[config.mk]
export PLATFORM = sky130hd
export DESIGN_NAME = dino_jump_ctrl
export DESIGN_NICKNAME = d
export VERILOG_FILES = /design/src/rtl/dino_pkg.sv /design/src/rtl/button_sync_edge.sv /design/src/rtl/dino_jump_ctrl.sv
export SDC_FILE = /design/constraint.sdc
export NUM_CORES = 1
export LEC_CHECK = 0
export BUFFER_PORTS_ARGS = -buffer_cell sky130_fd_sc_hd__buf_2
export CAP_MARGIN = 20
export CORE_MARGIN = 5
export CORE_UTILIZATION = 40
export DETAILED_ROUTE_END_ITERATION = 8
export PLACE_DENSITY_LB_ADDON = 0.12
export SYNTH_ARGS = -nofsm -noshare
export SYNTH_HDL_FRONTEND = slang
export SYNTH_SLANG_ARGS = --single-unit
export TNS_END_PERCENT = 50
[constraint.sdc]
create_clock -name clk -period 2.6 [get_ports clk]
set_input_delay 0.78 -clock clk [delete_from_list [all_inputs] [get_ports clk]]
set_output_delay 0.78 -clock clk [all_outputs]
set_load 0.05 [all_outputs]
[src/rtl/dino_pkg.sv]
// -----------------------------------------------------------------------------
// dino_pkg
// Shared definitions for the dino jump physics and the sprite layer.
//   HEIGHT_W    : width of the dino height bus (matches sprite i_dino_vpos)
//   VEL_W       : signed velocity register width
//   JUMP_VEL    : initial upward velocity, height units per frame
//   GRAVITY     : velocity decrement per frame tick
//   MAX_HEIGHT  : height clamp
//   dino_state_e: physics state (on ground, going up, coming down)
// -----------------------------------------------------------------------------
package dino_pkg;

  localparam int HEIGHT_W   = 4;
  localparam int VEL_W      = 6;
  localparam int JUMP_VEL   = 5;
  localparam int GRAVITY    = 1;
  localparam int MAX_HEIGHT = 15;

  typedef enum logic [1:0] {
    ST_RUN  = 2'd0,
    ST_RISE = 2'd1,
    ST_FALL = 2'd2
  } dino_state_e;

  function automatic int min_int(input int a, input int b);
    return (a < b) ? a : b;
  endfunction

endpackage

[src/rtl/button_sync_edge.sv]
// -----------------------------------------------------------------------------
// button_sync_edge
// Brings a raw asynchronous button level into the clk domain through a
// two-flop synchronizer and emits a one-cycle pulse on its rising edge.
//   clk    : destination clock
//   rst    : asynchronous active-high reset
//   i_btn  : raw button level, high = pressed
//   o_rise : one-cycle pulse when the synchronized level goes 0 -> 1
// -----------------------------------------------------------------------------
module button_sync_edge (
  input  logic clk,
  input  logic rst,
  input  logic i_btn,
  output logic o_rise
);

  logic sync1_q;
  logic sync2_q;
  logic level_d_q;

  always_ff @(posedge clk or posedge rst) begin
    if (rst) begin
      sync1_q   <= 1'b0;
      sync2_q   <= 1'b0;
      level_d_q <= 1'b0;
    end else begin
      // NOTE: non-blocking assignments make this a true three-stage shift;
      // blocking ones would collapse the chain into a single flop.
      sync1_q   <= i_btn;
      sync2_q   <= sync1_q;
      level_d_q <= sync2_q;
    end
  end

  // A held button keeps sync2_q high, so only a fresh press after a release
  // produces another pulse.
  assign o_rise = sync2_q & ~level_d_q;

endmodule

[src/rtl/dino_jump_ctrl.sv]
// -----------------------------------------------------------------------------
// dino_jump_ctrl
// Per-frame jump physics for the dino sprite. All motion happens on frame
// ticks, so the height output is stable for the whole visible frame.
//   clk          : pixel clock
//   rst          : asynchronous active-high reset
//   i_frame_tick : one-cycle pulse per frame (start of vblank)
//   i_jump_btn   : raw asynchronous jump button level
//   i_freeze     : game over / pause, holds all physics state
//   o_dino_vpos  : height above ground, 0 = on ground
//   o_airborne   : high while not running on the ground
//   o_jump_start : one-cycle pulse the cycle after a jump is accepted
//   o_land       : one-cycle pulse the cycle after landing
// -----------------------------------------------------------------------------
module dino_jump_ctrl
  import dino_pkg::*;
#(
  parameter int HEIGHT_W   = dino_pkg::HEIGHT_W,
  parameter int VEL_W      = dino_pkg::VEL_W,
  parameter int JUMP_VEL   = dino_pkg::JUMP_VEL,
  parameter int GRAVITY    = dino_pkg::GRAVITY,
  parameter int MAX_HEIGHT = dino_pkg::MAX_HEIGHT
) (
  input  logic                clk,
  input  logic                rst,
  input  logic                i_frame_tick,
  input  logic                i_jump_btn,
  input  logic                i_freeze,
  output logic [HEIGHT_W-1:0] o_dino_vpos,
  output logic                o_airborne,
  output logic                o_jump_start,
  output logic                o_land
);

  localparam logic [HEIGHT_W-1:0]  JUMP_H_V = HEIGHT_W'(min_int(JUMP_VEL, MAX_HEIGHT));
  localparam logic [HEIGHT_W-1:0]  MAX_H_V  = HEIGHT_W'(MAX_HEIGHT);
  localparam logic signed [VEL_W:0]   MAX_H_S  = (VEL_W+1)'(MAX_HEIGHT);
  localparam logic signed [VEL_W:0]   ZERO_NH  = '0;
  localparam logic signed [VEL_W-1:0] ZERO_V   = '0;
  localparam logic signed [VEL_W-1:0] JUMP_V_S = VEL_W'(JUMP_VEL);
  localparam logic signed [VEL_W-1:0] GRAV_S   = VEL_W'(GRAVITY);

  logic                      btn_rise;
  logic                      tick_en;
  dino_state_e               state_q, state_nxt;
  logic [HEIGHT_W-1:0]       height_q, height_nxt;
  logic signed [VEL_W-1:0]   vel_q, vel_nxt;
  logic signed [VEL_W-1:0]   vel_dec;
  logic signed [VEL_W:0]     next_h;
  logic                      pending_q, pending_nxt;
  logic                      jump_start_q, jump_acc;
  logic                      land_q, land_now;

  button_sync_edge u_jump_btn (
    .clk    (clk),
    .rst    (rst),
    .i_btn  (i_jump_btn),
    .o_rise (btn_rise)
  );

  // State register (physics state, pending press, output pulses).
  always_ff @(posedge clk or posedge rst) begin
    if (rst) begin
      state_q      <= ST_RUN;
      height_q     <= '0;
      vel_q        <= '0;
      pending_q    <= 1'b0;
      jump_start_q <= 1'b0;
      land_q       <= 1'b0;
    end else begin
      state_q      <= state_nxt;
      height_q     <= height_nxt;
      vel_q        <= vel_nxt;
      pending_q    <= pending_nxt;
      jump_start_q <= jump_acc;
      land_q       <= land_now;
    end
  end

  // Next-state logic: everything moves only on an unfrozen frame tick.
  always_comb begin
    // NOTE: every signal gets a default before the branches so no path
    // leaves one unassigned, which would otherwise infer a latch.
    tick_en    = i_frame_tick & ~i_freeze;
    state_nxt  = state_q;
    height_nxt = height_q;
    vel_nxt    = vel_q;
    jump_acc   = 1'b0;
    land_now   = 1'b0;
    // Height is unsigned; widen both operands by one bit so a downward
    // velocity larger than the height shows up as a non-positive result.
    next_h  = $signed({{(VEL_W+1-HEIGHT_W){1'b0}}, height_q}) + $signed({vel_q[VEL_W-1], vel_q});
    vel_dec = vel_q - GRAV_S;

    if (tick_en) begin
      unique case (state_q)
        ST_RUN: begin
          // A press landing on the tick cycle itself counts as well.
          if (pending_q | btn_rise) begin
            height_nxt = JUMP_H_V;
            vel_nxt    = JUMP_V_S - GRAV_S;
            state_nxt  = ST_RISE;
            jump_acc   = 1'b1;
          end
        end
        ST_RISE, ST_FALL: begin
          if (next_h <= ZERO_NH) begin
            height_nxt = '0;
            vel_nxt    = '0;
            state_nxt  = ST_RUN;
            land_now   = 1'b1;
          end else begin
            height_nxt = (next_h > MAX_H_S) ? MAX_H_V : next_h[HEIGHT_W-1:0];
            vel_nxt    = vel_dec;
            state_nxt  = (vel_dec > ZERO_V) ? ST_RISE : ST_FALL;
          end
        end
        default: begin
          height_nxt = '0;
          vel_nxt    = '0;
          state_nxt  = ST_RUN;
        end
      endcase
    end

    // Every consumed tick drops a pending press, so presses made while
    // airborne are discarded rather than buffered for a double jump.
    if (tick_en || i_freeze) pending_nxt = 1'b0;
    else if (btn_rise)       pending_nxt = 1'b1;
    else                     pending_nxt = pending_q;
  end

  // Output logic: all outputs come straight from registers.
  always_comb begin
    o_dino_vpos  = height_q;
    o_airborne   = (state_q != ST_RUN);
    o_jump_start = jump_start_q;
    o_land       = land_q;
  end

endmodule

==> run summary, run 1 <==
vias in the first global route - 761
largest net degree at the start of global routing - 19
fmax - 425 MHz
initial antenna violation count - 0
total power density per cell area - 1170 nW/µm²
worst hold path class - reg2reg
final std cells w/o fill - 154
reg2reg setup slack - 0.25 ns
Final Cell Area - 1210 µm²
final wirelength - 2070 µm
clk sinks - 18
# IOs - 12
hold depth - 0
RR Endpoint - o_land$_DFF_PP0_
Worst-Skew Late Latency - 0.29 ns
Initial Util - 42.6%
# port buffers - 11
Clock Pin Slew Worst Setup and Hold Paths - 0.10 ns
Required @ worst endpoint - 2.83 ns
commonest cells after routing, fill and taps aside - 18 x dfrtp_1, 12 x nand2_1, 11 x inv_1, 11 x buf_2, 9 x o21ai_0
status - complete, no violations
Synth Warn # - 0
Distinct cells, synth - 30
Yosys reg bits - 18
Routed WL per cell - 13.5 µm
Slew Limit Fails - 0
post-synthesis sequential area ratio - 41.9%
Util after Layout - 48.1%
syn avg cell area - 9.86 µm²
Peak VDD IR - 565 µV
GR Overflow Total - 0
final antenna-violating net count - 0
Die H - 61.8 µm
RSZ-0062 raised after global routing - no
Residual DRC - 0
R2R Path Start - vel_q[0]$_DFFE_PP0P_
Clock Skew - 0.00437 ns
CTS tree - yes
R2R depth - 8
dpl cells - 148
root buffer selected by CTS - clkbuf_4
Max clock buf depth - 2
Setup-failing EPs final - 0
DP Wirelength - 1640 µm
Die W - 61.8 µm
Arrival @ worst endpoint - 2.58 ns
Antenna Cells - 0
Total Routing Usage GR - 12.3%
Placed Area - 1160 µm²
Crit. End Element - register
Fin. Hold Viols - 0
drt pass-1 iters - 4
Cells after Synth - 109
setup TNS - 0 ns
critical path peak fanout - 9
WHS Endpoint - u_jump_btn.sync2_q$_DFF_PP0_
HP Start - u_jump_btn.sync1_q$_DFF_PP0_
crit start category - register
share of cells above drive strength 1 - 18.5%
fin crit share - 90.5%
Final min period - 2.35 ns
leading cell type in the layout, fill and taps excluded - dfrtp_1
die area - 3820 µm²
vias per cell - 5.31
DRT iter0 DRCs - 9
gpl congestion - 0.902
syn_nets - 123
Post-CTS Resized - 0
CTS Buf Count - 3
Nets - 139
Area Overhead vs Synth - 12.9%
Leak - 0.561 nW
Via Count - 818
first-pass GRT wire length - 3460 µm
Cell Rows - 18
core area - 2520 µm²
Netlist Area Pre-Place - 1070 µm²
CP Class - reg2reg
max capacitance violation total - 0
worst slew pin tran - 0.662 ns
H-tree depth - 1
Rel. slew slack - 55.8%
[power breakdown]
group          switching, W  internal, W  leakage (nW)
clock network     0.0000796    0.0000853        0.0210
logic              0.000500     0.000317         0.306
registers         0.0000857     0.000350         0.234
total              0.000665     0.000753         0.561
[synthesized netlist by cell type]
library cell,instances,area share [%]
dfrtp_1,18,42
nand4_1,1,0.58
o21ai_0,9,4.2
o32ai_2,1,1.5
a211oi_4,1,1.9
o221a_4,1,1.9
nor2b_1,3,1.7
or2_1,1,0.58
o31ai_1,7,4.9
clkbuf_1,2,0.70
inv_1,11,3.8
a211o_1,1,0.82
nor2_1,4,1.4
or3b_1,1,0.82
fa_1,1,1.9
nand2b_1,1,0.58
a211oi_1,4,2.8
a21oi_1,5,2.3
nor3b_1,1,0.70
and3_4,1,1.0
xnor2_1,5,4.1
nand2_1,12,4.2
ha_1,8,9.3
nor3_1,4,1.9
nor2b_4,1,1.3
o211ai_1,1,0.70
buf_2,1,0.47
and3_1,1,0.58
a21o_1,1,0.70
o2111ai_1,1,0.82
[sequential cells by signal, summed over array words and instances (netlist names)]
name                  cells
u_jump_btn.sync1_q        1
o_land                    1
u_jump_btn.level_d_q      1
o_dino_vpos               4
pending_q                 1
u_jump_btn.sync2_q        1
o_jump_start              1
vel_q                     6
state_q                   2
[worst max path at each step]
stage | slack (ns) | endpoint | startpoint | cells after the start
2_1_floorplan | 0.15 | state_q[0]$_DFFE_PP0P_ | o_dino_vpos[0]$_DFFE_PP0P_ | 8
3_3_place_gp | 0.27 | vel_q[2]$_DFFE_PP0P_ | vel_q[0]$_DFFE_PP0P_ | 8
3_5_place_dp | 0.19 | state_q[0]$_DFFE_PP0P_ | vel_q[0]$_DFFE_PP0P_ | 8
4_1_cts | 0.20 | vel_q[2]$_DFFE_PP0P_ | vel_q[0]$_DFFE_PP0P_ | 8
5_1_grt | 0.06 | o_land$_DFF_PP0_ | vel_q[0]$_DFFE_PP0P_ | 8
6_report | 0.25 | o_land$_DFF_PP0_ | vel_q[0]$_DFFE_PP0P_ | 8
[area by class of cell]
type,count,area (µm²)
inverter,11,41.3
tap,30,37.5
multi-input combinational,77,571
sequential,18,450
clock buffer,4,36.3
fill,236,1310
timing repair buffer,14,77.6
[routing by layer]
layer	GRT usage, %	routed length [µm]
met5	0	0
met4	3.64	17
met3	3.72	65
met2	18.4	939
met1	17.1	1050
[critical path: stages, from the launching register on]
cell and delay, ns:
dfrtp_1 0.44, ha_1 0.20, inv_1 0.05, fa_1 0.43, xnor2_1 0.18, nor3_1 0.12, o21ai_0 0.16, a211oi_4 0.47
and3_1 0.24
[repair_timing]
item,CTS,global route
setup endpoints to repair,0,3
hold buffers,0,0
setup buffers,0,2
[metrics by stage]
step                      setup WS (ns)  total power, W  hold slack [ns]
after floorplan                   0.150         0.00107            0.331
final                             0.247         0.00142            0.366
after CTS                         0.199         0.00142            0.373
after detailed placement          0.195         0.00125            0.348
after global routing             0.0593         0.00153            0.383
after global placement            0.270         0.00124            0.345
[logic make-up (layout without fill, tap and decap cells)]
kind of cell	count (synthesis)	in the layout	share of synthesized area [%]
compound gates	32	32	22.5
flops	18	18	41.9
fa+ha+maj	9	9	11.2
simple gates	31	31	15.4
buf+inv	14	29	5.01
xor+xnor	5	5	4.07
(Power assumes the default switching activity.)
==> inputs of run 2 (changes only) <==
==> constraint.sdc (replaced) <==
create_clock -name clk -period 2.7 [get_ports clk]
set_input_delay 0.81 -clock clk [delete_from_list [all_inputs] [get_ports clk]]
set_output_delay 0.81 -clock clk [all_outputs]
set_load 0.05 [all_outputs]
==> run 2 against run 1 <==
Sequential cell count is the same. Die area did not move. Hold slack worse by 0.0018 ns. Cell count down 0.65%. Utilization decreased by 0.30 points. Worst setup slack improved by 0.071 ns. Maximum frequency fell by 1.2%. Power down 4.1%. Design area decreased by 0.62%. Clock-buffer cell count did not move. Via count decreased by 1.8%.
==> run summary, run 2 (synthesis gave the netlist of run 1 again) <==
Cell Rows - 18 (unchanged)
setup bufs post-CTS - 0 (unchanged)
Max clock buf depth - 2 (unchanged)
Final Cell Area - 1210 µm² (about the same)
Post-CTS Hold Fix Bufs - 0 (unchanged)
Initial Util - 42.6% (unchanged)
cell family with most CP delay - adder cells (unchanged)
Setup-failing EPs final - 0 (unchanged)
max capacitance violation total - 0 (unchanged)
Die H - 61.8 µm (unchanged)
vias in the first global route - 736 (was 761)
drt pass-1 iters - 4 (unchanged)
Power, Total - 0.00136 W (was 0.00142 W)
Leak - 0.557 nW (was 0.561 nW)
Clock Skew - 0.00927 ns (was 0.00437 ns)
Required @ worst endpoint - 2.92 ns (was 2.83 ns)
internal power - 0.000724 W (was 0.000753 W)
final antenna-violating net count - 0 (unchanged)
Worst-Skew Late Latency - 0.29 ns (about the same)
combinational share of power - 57.4% (was 57.6%)
Via Count - 803 (was 818)
Seq pwr share - 30.6% (was 30.7%)
Slew Limit Fails - 0 (unchanged)
Final Hold Slack - 0.364 ns (was 0.366 ns)
first-pass GRT wire length - 3440 µm (was 3460 µm)
Clock Pin Slew Worst Setup and Hold Paths - 0.09 ns (was 0.10 ns)
Peak VDD IR - 586 µV (was 565 µV)
root buffer selected by CTS - clkbuf_4 (unchanged)
Area Overhead vs Synth - 12.2% (was 12.9%)
worst-path cell chain - ha_1, inv_1, fa_1, xnor2_1, nor3_1, o21ai_0, a211oi_4, and3_1 (unchanged)
Placed Area - 1170 µm² (was 1160 µm²)
worst setup margin - 0.319 ns (was 0.247 ns)
GR Overflow Total - 0 (unchanged)
DRT iter0 DRCs - 28 (was 9)
initial antenna violation count - 0 (unchanged)
Sw Share - 46.8% (was 46.9%)
critical path peak fanout - 9 (unchanged)
Die W - 61.8 µm (unchanged)
final wirelength - 2060 µm (was 2070 µm)
Crit. End Element - register (unchanged)
Routed WL per cell - 13.4 µm (was 13.5 µm)
H-tree depth - 1 (unchanged)
# IOs - 12 (unchanged)
max reg flops - 6 (unchanged)
total power density per cell area - 1130 nW/µm² (was 1170 nW/µm²)
P_sw - 0.000635 W (was 0.000665 W)
clk sinks - 18 (unchanged)
worst hold path class - reg2reg (unchanged)
Critical Path Slowest Stage Cell - a211oi_4 (unchanged)
WP buf/inv - 1 (unchanged)
largest net degree at the start of global routing - 19 (unchanged)
commonest cells after routing, fill and taps aside - 18 x dfrtp_1, 12 x nand2_1, 11 x inv_1, 11 x buf_2, 9 x o21ai_0 (unchanged)
Fin. Hold Viols - 0 (unchanged)
share of cells above drive strength 1 - 17.9% (was 18.5%)
worst slew pin tran - 0.657 ns (was 0.662 ns)
CTS tree - yes (unchanged)
Total Routing Usage GR - 12.7% (was 12.3%)
gpl congestion - 0.784 (was 0.902)
fmax - 420 MHz (was 425 MHz)
Place WS - 0.340 ns (was 0.195 ns)
status - complete, no violations (unchanged)
RSZ-0062 raised after global routing - no (unchanged)
Final min period - 2.38 ns (was 2.35 ns)
Residual DRC - 0 (unchanged)
Reg area - 450 µm² (unchanged)
CP Class - reg2reg (unchanged)
DP Wirelength - 1630 µm (was 1640 µm)
Nets - 138 (was 139)
fin crit share - 88.2% (was 90.5%)
die area - 3820 µm² (unchanged)
leading cell type in the layout, fill and taps excluded - dfrtp_1 (unchanged)
CTS Buf Count - 3 (unchanged)
Antenna Cells - 0 (unchanged)
Rel. slew slack - 56.1% (was 55.8%)
area of the multi-input gates - 571 µm² (unchanged)
Max stage delay on crit path - 0.46 ns (was 0.47 ns)
fill count - 237 (was 236)
clock share of power - 11.9% (was 11.6%)
Post-CTS Resized - 0 (unchanged)
# port buffers - 11 (unchanged)
crit start category - register (unchanged)
setup TNS - 0 ns (unchanged)
vias per cell - 5.25 (was 5.31)
core area - 2520 µm² (unchanged)
Arrival @ worst endpoint - 2.60 ns (was 2.58 ns)
Reg with most FFs - vel_q (unchanged)
==> run 2: changes by cell type in the layout (fill, tap and decap cells not counted), sizes merged <==
cell / before / now
buf: 14 / 13
==> run 2: stage by stage <==
stage               std cells  utilization [%]
detailed placement        149             46.4
global route              153             47.8
finish                    153             47.8
global placement          149             46.4
CTS                       153             47.8
floorplan                 109                -
==> run 2: per-layer routing <==
metal  part of all wire [%]  global-route usage, %  vias to the layer above  wire [µm]
li1                       -                      -                      415          -
met1                     50                   18.1                      375       1030
met2                     45                   17.6                        9        923
met3                    3.1                   3.10                        4         64
met4                    1.9                   6.36                        0         40
met5                      0                      0                        -          0
==> run 2: path summary, 6_finish.rpt <==
path | startpoint | to | slack, ns | depth (start not counted)
min in group asynchronous | rst | o_dino_vpos[0]$_DFFE_PP0P_ | 0.59 | 2
worst max-delay path | vel_q[0]$_DFFE_PP0P_ | o_land$_DFF_PP0_ | 0.32 | 8
worst max register to register | vel_q[0]$_DFFE_PP0P_ | o_land$_DFF_PP0_ | 0.32 | 8
max in group asynchronous | rst | o_jump_start$_DFF_PP0_ | 1.68 | 2
worst min-delay path | u_jump_btn.sync1_q$_DFF_PP0_ | u_jump_btn.sync2_q$_DFF_PP0_ | 0.36 | 0
worst min register to register | u_jump_btn.sync1_q$_DFF_PP0_ | u_jump_btn.sync2_q$_DFF_PP0_ | 0.36 | 0
==> run 2: power by group through the flow <==
stage	logic, W	clock network, W	registers (W)
finish	0.000781	0.000162	0.000416
detailed placement	0.000778	0	0.000422
global placement	0.000777	0	0.000419
floorplan	0.000553	0	0.000481
global route	0.000871	0.000180	0.000429
CTS	0.000782	0.000172	0.000417
==> run 2: final cells by class <==
cell class                 instances  area share [%]
clock buffer                       4            3.01
inverter                          11            3.42
multi-input combinational         77            47.3
sequential                        18            37.3
tap                               30            3.11
timing repair buffer              13            5.81
